`config.mk`:
```
export PLATFORM = sky130hd
export DESIGN_NAME = multi_digit_scan_driver
export DESIGN_NICKNAME = d
export VERILOG_FILES = /design/src/rtl/display_pkg.sv /design/src/rtl/seg7_decode.sv /design/src/rtl/multi_digit_scan_driver.sv
export SDC_FILE = /design/constraint.sdc
export NUM_CORES = 1
export LEC_CHECK = 0
export ABC_AREA = 1
export BUFFER_PORTS_ARGS = -buffer_cell sky130_fd_sc_hd__buf_2
export CAP_MARGIN = 40
export CORE_UTILIZATION = 35
export DETAILED_ROUTE_END_ITERATION = 8
export GPL_TIMING_DRIVEN = 0
export MAX_ROUTING_LAYER = met4
export PLACE_DENSITY_LB_ADDON = 0.05
export SLEW_MARGIN = 30
export SYNTH_ARGS = -nofsm -noshare
export SYNTH_HDL_FRONTEND = slang
export SYNTH_SLANG_ARGS = --single-unit
```
`constraint.sdc`:
```
create_clock -name display_clk -period 2.47 [get_ports display_clk]
set_clock_uncertainty 0.15 [all_clocks]
set_input_delay 0.247 -clock display_clk [delete_from_list [all_inputs] [get_ports display_clk]]
set_output_delay 0.247 -clock display_clk [all_outputs]
set_load 0.01 [all_outputs]
```
`src/rtl/display_pkg.sv`:
```
// rtl/display_pkg.sv - shared seven-segment patterns and scan phase type
// Patterns are active-high, bit 0 = segment a through bit 6 = segment g.
package display_pkg;

   localparam logic [6:0] SEG_0     = 7'h3F;
   localparam logic [6:0] SEG_1     = 7'h06;
   localparam logic [6:0] SEG_2     = 7'h5B;
   localparam logic [6:0] SEG_3     = 7'h4F;
   localparam logic [6:0] SEG_4     = 7'h66;
   localparam logic [6:0] SEG_5     = 7'h6D;
   localparam logic [6:0] SEG_6     = 7'h7D;
   localparam logic [6:0] SEG_7     = 7'h07;
   localparam logic [6:0] SEG_8     = 7'h7F;
   localparam logic [6:0] SEG_9     = 7'h6F;
   localparam logic [6:0] SEG_A     = 7'h77;
   localparam logic [6:0] SEG_B     = 7'h7C;
   localparam logic [6:0] SEG_C     = 7'h39;
   localparam logic [6:0] SEG_D     = 7'h5E;
   localparam logic [6:0] SEG_E     = 7'h79;
   localparam logic [6:0] SEG_F     = 7'h71;
   localparam logic [6:0] SEG_BLANK = 7'h00;

   typedef enum logic {
      BLANK = 1'b0,
      SHOW  = 1'b1
   } phase_t;

endpackage

```
`src/rtl/seg7_decode.sv`:
```
// rtl/seg7_decode.sv - nibble to seven-segment pattern, hex or decimal
// Codes 10-15 render as A-F only when i_hex_mode is set, otherwise blank.
module seg7_decode
   import display_pkg::*;
(
   input  logic [3:0] i_nibble,
   input  logic       i_hex_mode,
   output logic [6:0] o_seg
);

   always_comb begin
      o_seg = SEG_BLANK;
      case (i_nibble)
         4'h0: o_seg = SEG_0;
         4'h1: o_seg = SEG_1;
         4'h2: o_seg = SEG_2;
         4'h3: o_seg = SEG_3;
         4'h4: o_seg = SEG_4;
         4'h5: o_seg = SEG_5;
         4'h6: o_seg = SEG_6;
         4'h7: o_seg = SEG_7;
         4'h8: o_seg = SEG_8;
         4'h9: o_seg = SEG_9;
         4'hA: o_seg = i_hex_mode ? SEG_A : SEG_BLANK;
         4'hB: o_seg = i_hex_mode ? SEG_B : SEG_BLANK;
         4'hC: o_seg = i_hex_mode ? SEG_C : SEG_BLANK;
         4'hD: o_seg = i_hex_mode ? SEG_D : SEG_BLANK;
         4'hE: o_seg = i_hex_mode ? SEG_E : SEG_BLANK;
         4'hF: o_seg = i_hex_mode ? SEG_F : SEG_BLANK;
      endcase
   end

endmodule

```
`src/rtl/multi_digit_scan_driver.sv`:
```
// rtl/multi_digit_scan_driver.sv - N-digit multiplexed seven-segment scanner
// Each slot opens with an all-off interval to stop ghosting between digits.
module multi_digit_scan_driver
   import display_pkg::*;
#(
   parameter int NUM_DIGITS     = 4,
   parameter int REFRESH_DIV    = 1_000_000,
   parameter int BLANK_CYCLES   = 1000,
   parameter int BLINK_FRAMES   = 64,
   parameter bit SEG_ACTIVE_LOW = 1'b0,
   parameter bit SEL_ACTIVE_LOW = 1'b0
)
(
   input  logic                      display_clk,
   input  logic                      i_rst,
   input  logic                      i_en,
   input  logic [4*NUM_DIGITS-1:0]   digits,
   input  logic [NUM_DIGITS-1:0]     dp,
   input  logic [NUM_DIGITS-1:0]     blink_mask,
   input  logic                      hex_mode,
   input  logic                      lz_suppress,
   output logic [7:0]                seg,
   output logic [NUM_DIGITS-1:0]     dig_sel
);

   localparam int CNT_W = $clog2(REFRESH_DIV);
   localparam int IDX_W = (NUM_DIGITS > 1) ? $clog2(NUM_DIGITS) : 1;
   localparam int FRM_W = (BLINK_FRAMES > 1) ? $clog2(BLINK_FRAMES) : 1;

   localparam logic [CNT_W-1:0]      SLOT_LAST  = CNT_W'(REFRESH_DIV - 1);
   localparam logic [CNT_W-1:0]      BLANK_LAST = CNT_W'(BLANK_CYCLES - 1);
   localparam logic [IDX_W-1:0]      IDX_LAST   = IDX_W'(NUM_DIGITS - 1);
   localparam logic [FRM_W-1:0]      FRM_LAST   = FRM_W'(BLINK_FRAMES - 1);
   localparam logic [7:0]            SEG_OFF    = {8{SEG_ACTIVE_LOW}};
   localparam logic [NUM_DIGITS-1:0] SEL_OFF    = {NUM_DIGITS{SEL_ACTIVE_LOW}};

   phase_t                  r_state;
   phase_t                  w_next_state;
   logic [CNT_W-1:0]        r_cnt;
   logic [IDX_W-1:0]        r_idx;
   logic [FRM_W-1:0]        r_frm;
   logic                    r_blink_phase;

   logic [3:0]              r_nib;
   logic                    r_dp;
   logic                    r_blink;
   logic                    r_sup;

   logic                    w_slot_wrap;
   logic                    w_frame_wrap;
   logic                    w_capture;
   logic [3:0]              w_nib_sel;
   logic                    w_dp_sel;
   logic                    w_blink_sel;
   logic                    w_sup_sel;
   logic [NUM_DIGITS-1:0]   w_sel_onehot;
   logic [NUM_DIGITS-1:0]   w_upper_zero;
   logic [6:0]              w_seg7;
   logic                    w_blinked_off;
   logic [7:0]              w_seg_show;
   logic [NUM_DIGITS-1:0]   w_sel_show;

   assign w_slot_wrap  = (r_cnt == SLOT_LAST);
   assign w_frame_wrap = w_slot_wrap && (r_idx == IDX_LAST);
   assign w_capture    = (r_state == BLANK) && (r_cnt == BLANK_LAST);

   always_comb begin
      w_next_state = r_state;
      case (r_state)
         BLANK: if (r_cnt == BLANK_LAST) w_next_state = SHOW;
         SHOW:  if (w_slot_wrap)         w_next_state = BLANK;
      endcase
   end

   // w_upper_zero[k] is set when nibbles k..NUM_DIGITS-1 are all zero.
   always_comb begin
      logic acc;
      acc          = 1'b1;
      w_upper_zero = '0;
      for (int k = NUM_DIGITS - 1; k >= 0; k--) begin
         acc             = acc && (digits[4*k +: 4] == 4'h0);
         w_upper_zero[k] = acc;
      end
   end

   always_comb begin
      w_nib_sel    = '0;
      w_dp_sel     = 1'b0;
      w_blink_sel  = 1'b0;
      w_sup_sel    = 1'b0;
      w_sel_onehot = '0;
      for (int k = 0; k < NUM_DIGITS; k++) begin
         if (r_idx == IDX_W'(k)) begin
            w_nib_sel       = digits[4*k +: 4];
            w_dp_sel        = dp[k];
            w_blink_sel     = blink_mask[k];
            w_sup_sel       = lz_suppress && (k != 0) && w_upper_zero[k];
            w_sel_onehot[k] = 1'b1;
         end
      end
   end

   seg7_decode u_decode (
      .i_nibble   (r_nib),
      .i_hex_mode (hex_mode),
      .o_seg      (w_seg7)
   );

   // Blink kills the dp too, but the digit stays selected.
   assign w_blinked_off = r_blink && !r_blink_phase;
   assign w_seg_show    = ((r_state == SHOW) && !w_blinked_off)
                        ? {r_dp, (r_sup ? SEG_BLANK : w_seg7)} : 8'h00;
   assign w_sel_show    = (r_state == SHOW) ? w_sel_onehot : '0;

   always_ff @(posedge display_clk) begin
      if (i_rst) begin
         r_state       <= BLANK;
         r_cnt         <= '0;
         r_idx         <= '0;
         r_frm         <= '0;
         r_blink_phase <= 1'b1;
      end else if (!i_en) begin
         r_state <= BLANK;
         r_cnt   <= '0;
         r_idx   <= '0;
         r_frm   <= '0;
      end else begin
         r_state <= w_next_state;
         r_cnt   <= w_slot_wrap ? '0 : r_cnt + CNT_W'(1);
         if (w_slot_wrap)
            r_idx <= (r_idx == IDX_LAST) ? '0 : r_idx + IDX_W'(1);
         if (w_frame_wrap) begin
            if (r_frm == FRM_LAST) begin
               r_frm         <= '0;
               r_blink_phase <= ~r_blink_phase;
            end else begin
               r_frm <= r_frm + FRM_W'(1);
            end
         end
      end
   end

   always_ff @(posedge display_clk) begin
      if (i_rst) begin
         r_nib   <= '0;
         r_dp    <= 1'b0;
         r_blink <= 1'b0;
         r_sup   <= 1'b0;
      end else if (i_en && w_capture) begin
         r_nib   <= w_nib_sel;
         r_dp    <= w_dp_sel;
         r_blink <= w_blink_sel;
         r_sup   <= w_sup_sel;
      end
   end

   always_ff @(posedge display_clk) begin
      if (i_rst || !i_en) begin
         seg     <= SEG_OFF;
         dig_sel <= SEL_OFF;
      end else begin
         seg     <= w_seg_show ^ SEG_OFF;
         dig_sel <= w_sel_show ^ SEL_OFF;
      end
   end

endmodule

```
==> results.md <==
- CTS tree: yes
- WL/cell: 11.5 µm
- Crit path depth: 6
- Dpl ws: 499 ps
- Max Fclk: 510 MHz
- Initial Utilization: 36.1%
- Antenna violations before repair: 0
- Min cycle time layout: 1960 ps
- Final TNS setup: 0 ps
- Gpl congestion: 0.852
- GRT Total Usage: ~17%
- Netlist cell types: 36
- Startpoint types: flop
- Io pins: 41
- Relative slew margins: between 70% and 80%
- Clock Path Buffers: 2
- Ant diodes: 0
- Final WL: between 6000 and 7000 µm
- CP endpoint: r_frm[4]$_SDFFE_PP0P_
- Met3 wire length: just under 300 µm
- Hold-fix buffers at CTS: 0
- Flop2flop setup slack: between 500 and 600 ps
- Fillers: about 800
- CORE AREA: around 7200 µm²
- Port bufs: 40
- WL met2: ~2800 µm
- CP required: between 2000 and 3000 ps
- #FFs+latches synth: slightly below 50
- Fraction of layout cells with a size suffix above 1: 15.6%
- Pin count of the biggest net entering global routing: 18
- DPL Wire Length: about 4800 µm
- Post-route cell area: between 3000 and 4000 µm²
- Total CTS buffers: 5
- Period utilization: between 70% and 80%
- Arrival time worst endpoint: roughly 2000 ps
- Cells along the critical path: ha_1 -> clkinv_1 -> nor2_4 -> inv_1 -> nand2_1 -> a21oi_1
- Crit path launch: r_idx[0]$_SDFFE_PP0N_
- Vias per cell: between 4 and 5
- Max stage delay on crit path: just under 400 ps
- Clk_lat worst skew: a little over 300 ps
- Vias in the first global route: ~2200
- Setup CP Type: reg2reg
- Top sig layer: met4
- DRT iter0 DRCs: 78
- Power Dens Cells: 447 nW/µm²
- Final ANT Viol Nets: 0
- Reg clk slew, reported paths: about 110 ps
- Average cell area after synthesis: 6.83 µm²
- Via count: around 2500
- Buffers plus inverters on the worst setup path: 2
- Die Y: ~90 µm
- WHS: ~22 ps
- Post-route DRC violation count: 0
- Total Power: ~1400 µW
- Clock Tree Root: clkbuf_8
- Final setup fails: 0
- Max-cap viol count: 0
- Slew at the pin with the worst max-slew slack: 403 ps
- First-pass GRT wire length: 9890 µm
- Die area: ~7800 µm²
- Area Growth Syn to Fin: 16.1%
- Yosys warns: 0
- H-tree depth: 2
- Final nets: about 460
- Worst path top cell family by delay: buffers and inverters
- P_leak: 0.00126 µW
- Capture point of the worst reg-to-reg path: r_frm[4]$_SDFFE_PP0P_
- Metal-1 WL: 2970 µm
- Die width: 88.2 µm
- Clk sinks: approximately 50
- Row count: 31
- Post-DP Area: 2930 µm²
- Slowest library cell on the worst path: dfxtp_1
- Most common cell after layout, fill and taps aside: nand2_1
- Cts repair resizes: 0
- Sequential-to-total area share from yosys stat: between 30% and 40%
- Most frequent cells in the layout: nand2_1, nor2_1, inv_1
- Initial DRT Pass Iterations: 4
- Post-CTS Setup Bufs: 0
- Status: finished, final reports clean
- VDD IR max: about 0.00021 V
- GRT overflow: 0
- Mapped Cells: roughly 380
- Hold/Removal Path Class: in2reg
- Cell area after synthesis: ~2600 µm²
- Min-Delay Path Depth: 2
- Final hold violation count: 0
- Reg-to-Reg Start: r_idx[0]$_SDFFE_PP0N_
- Final Worst Setup Slack: between 500 and 600 ps
- Slew Viols, Final: 0
- Synth Net Count: about 420
- CP endpoint kind: flop
- CP max FO: 10
- Worst reg2reg path depth: 6
- Unrepaired setup endpoints after global routing: no
## report_power, final
part           switching (µW)  internal (µW)  total (µW)
registers                1.00            791         792
logic                    31.9           26.0        57.9
clock network             294            207         501
total                     327           1020        1350
## synthesized netlist by cell type (all sizes together)
cell	count	area [µm²]
o21bai	1	7.51
a41oi	2	17.5
nor3	12	65.1
xor2	5	43.8
ha	6	75.1
o22ai	1	6.26
a21oi	33	165
inv	55	206
xnor2	1	8.76
dfxtp	49	981
o21a	1	7.51
nand3	24	130
a211oi	4	30.0
a31oi	4	25.0
or2	3	18.8
o21ai	18	90.1
clkinv	1	3.75
o211ai	5	37.5
nand2	75	292
nor3b	2	15.0
nor2	67	289
nand3b	1	7.51
buf	2	18.8
clkbuf	1	3.75
nand4	7	50.1
o31ai	1	7.51
## cells by family (layout without fill, tap and decap cells)
group | Yosys count | count (layout) | share of synthesized area, %
adders and majority gates | 6 | 6 | 2.88
xor gates and xnor gates | 6 | 6 | 2.02
AOI/OAI and AO/OA | 70 | 70 | 15.1
DFF | 49 | 49 | 37.7
and+or+nand+nor | 191 | 191 | 33.3
buffers and inverters | 59 | 107 | 8.94
## worst min-delay path by stage
stage                        startpoint                     to  slack [ps]
finish                            i_rst  r_nib[2]$_SDFFE_PP0P_          20
global route                      i_rst     r_sup$_SDFFE_PP0P_          20
CTS                               i_rst  r_nib[2]$_SDFFE_PP0P_           9
detailed placement    r_dp$_SDFFE_PP0P_      seg[7]$_SDFF_PP0_         290
global placement    r_cnt[0]$_SDFF_PP0_    r_cnt[0]$_SDFF_PP0_         280
floorplan                         i_rst  r_nib[2]$_SDFFE_PP0P_         170
## cell type report
cell class	instances	area (µm²)	area share, %
multi-input combinational	273	1390	46.0
sequential	49	981	32.5
inverter	56	210	6.96
timing repair buffer	40	200	6.63
tap	99	124	4.10
clock buffer	5	68.8	2.28
clock inverter	3	25.0	0.828
buffer	3	22.5	0.746
## metal layers
| layer | track usage (%) | vias to the layer above |
|---|---|---|
| met5 | - | - |
| met4 | 4.40 | 0 |
| met3 | 3.08 | 2 |
| met2 | 26.9 | 48 |
| met1 | 21.6 | 1120 |
| li1 | - | 1344 |
## sequential cells by signal, indices dropped and copies added, names as in the netlist
register and flops:
r_blink 1, seg 8, r_frm 6, r_sup 1, r_idx 2, r_cnt 20
dig_sel 4, r_nib 4, r_blink_phase 1, r_state 1, r_dp 1
## through the flow
step / cells / util [%]
after floorplan: 381 / -
after global placement: 520 / 40.6
after detailed placement: 520 / 40.6
after CTS: 528 / 41.9
after global routing: 528 / 41.9
final: 528 / 41.9
(Power assumes the default switching activity.)
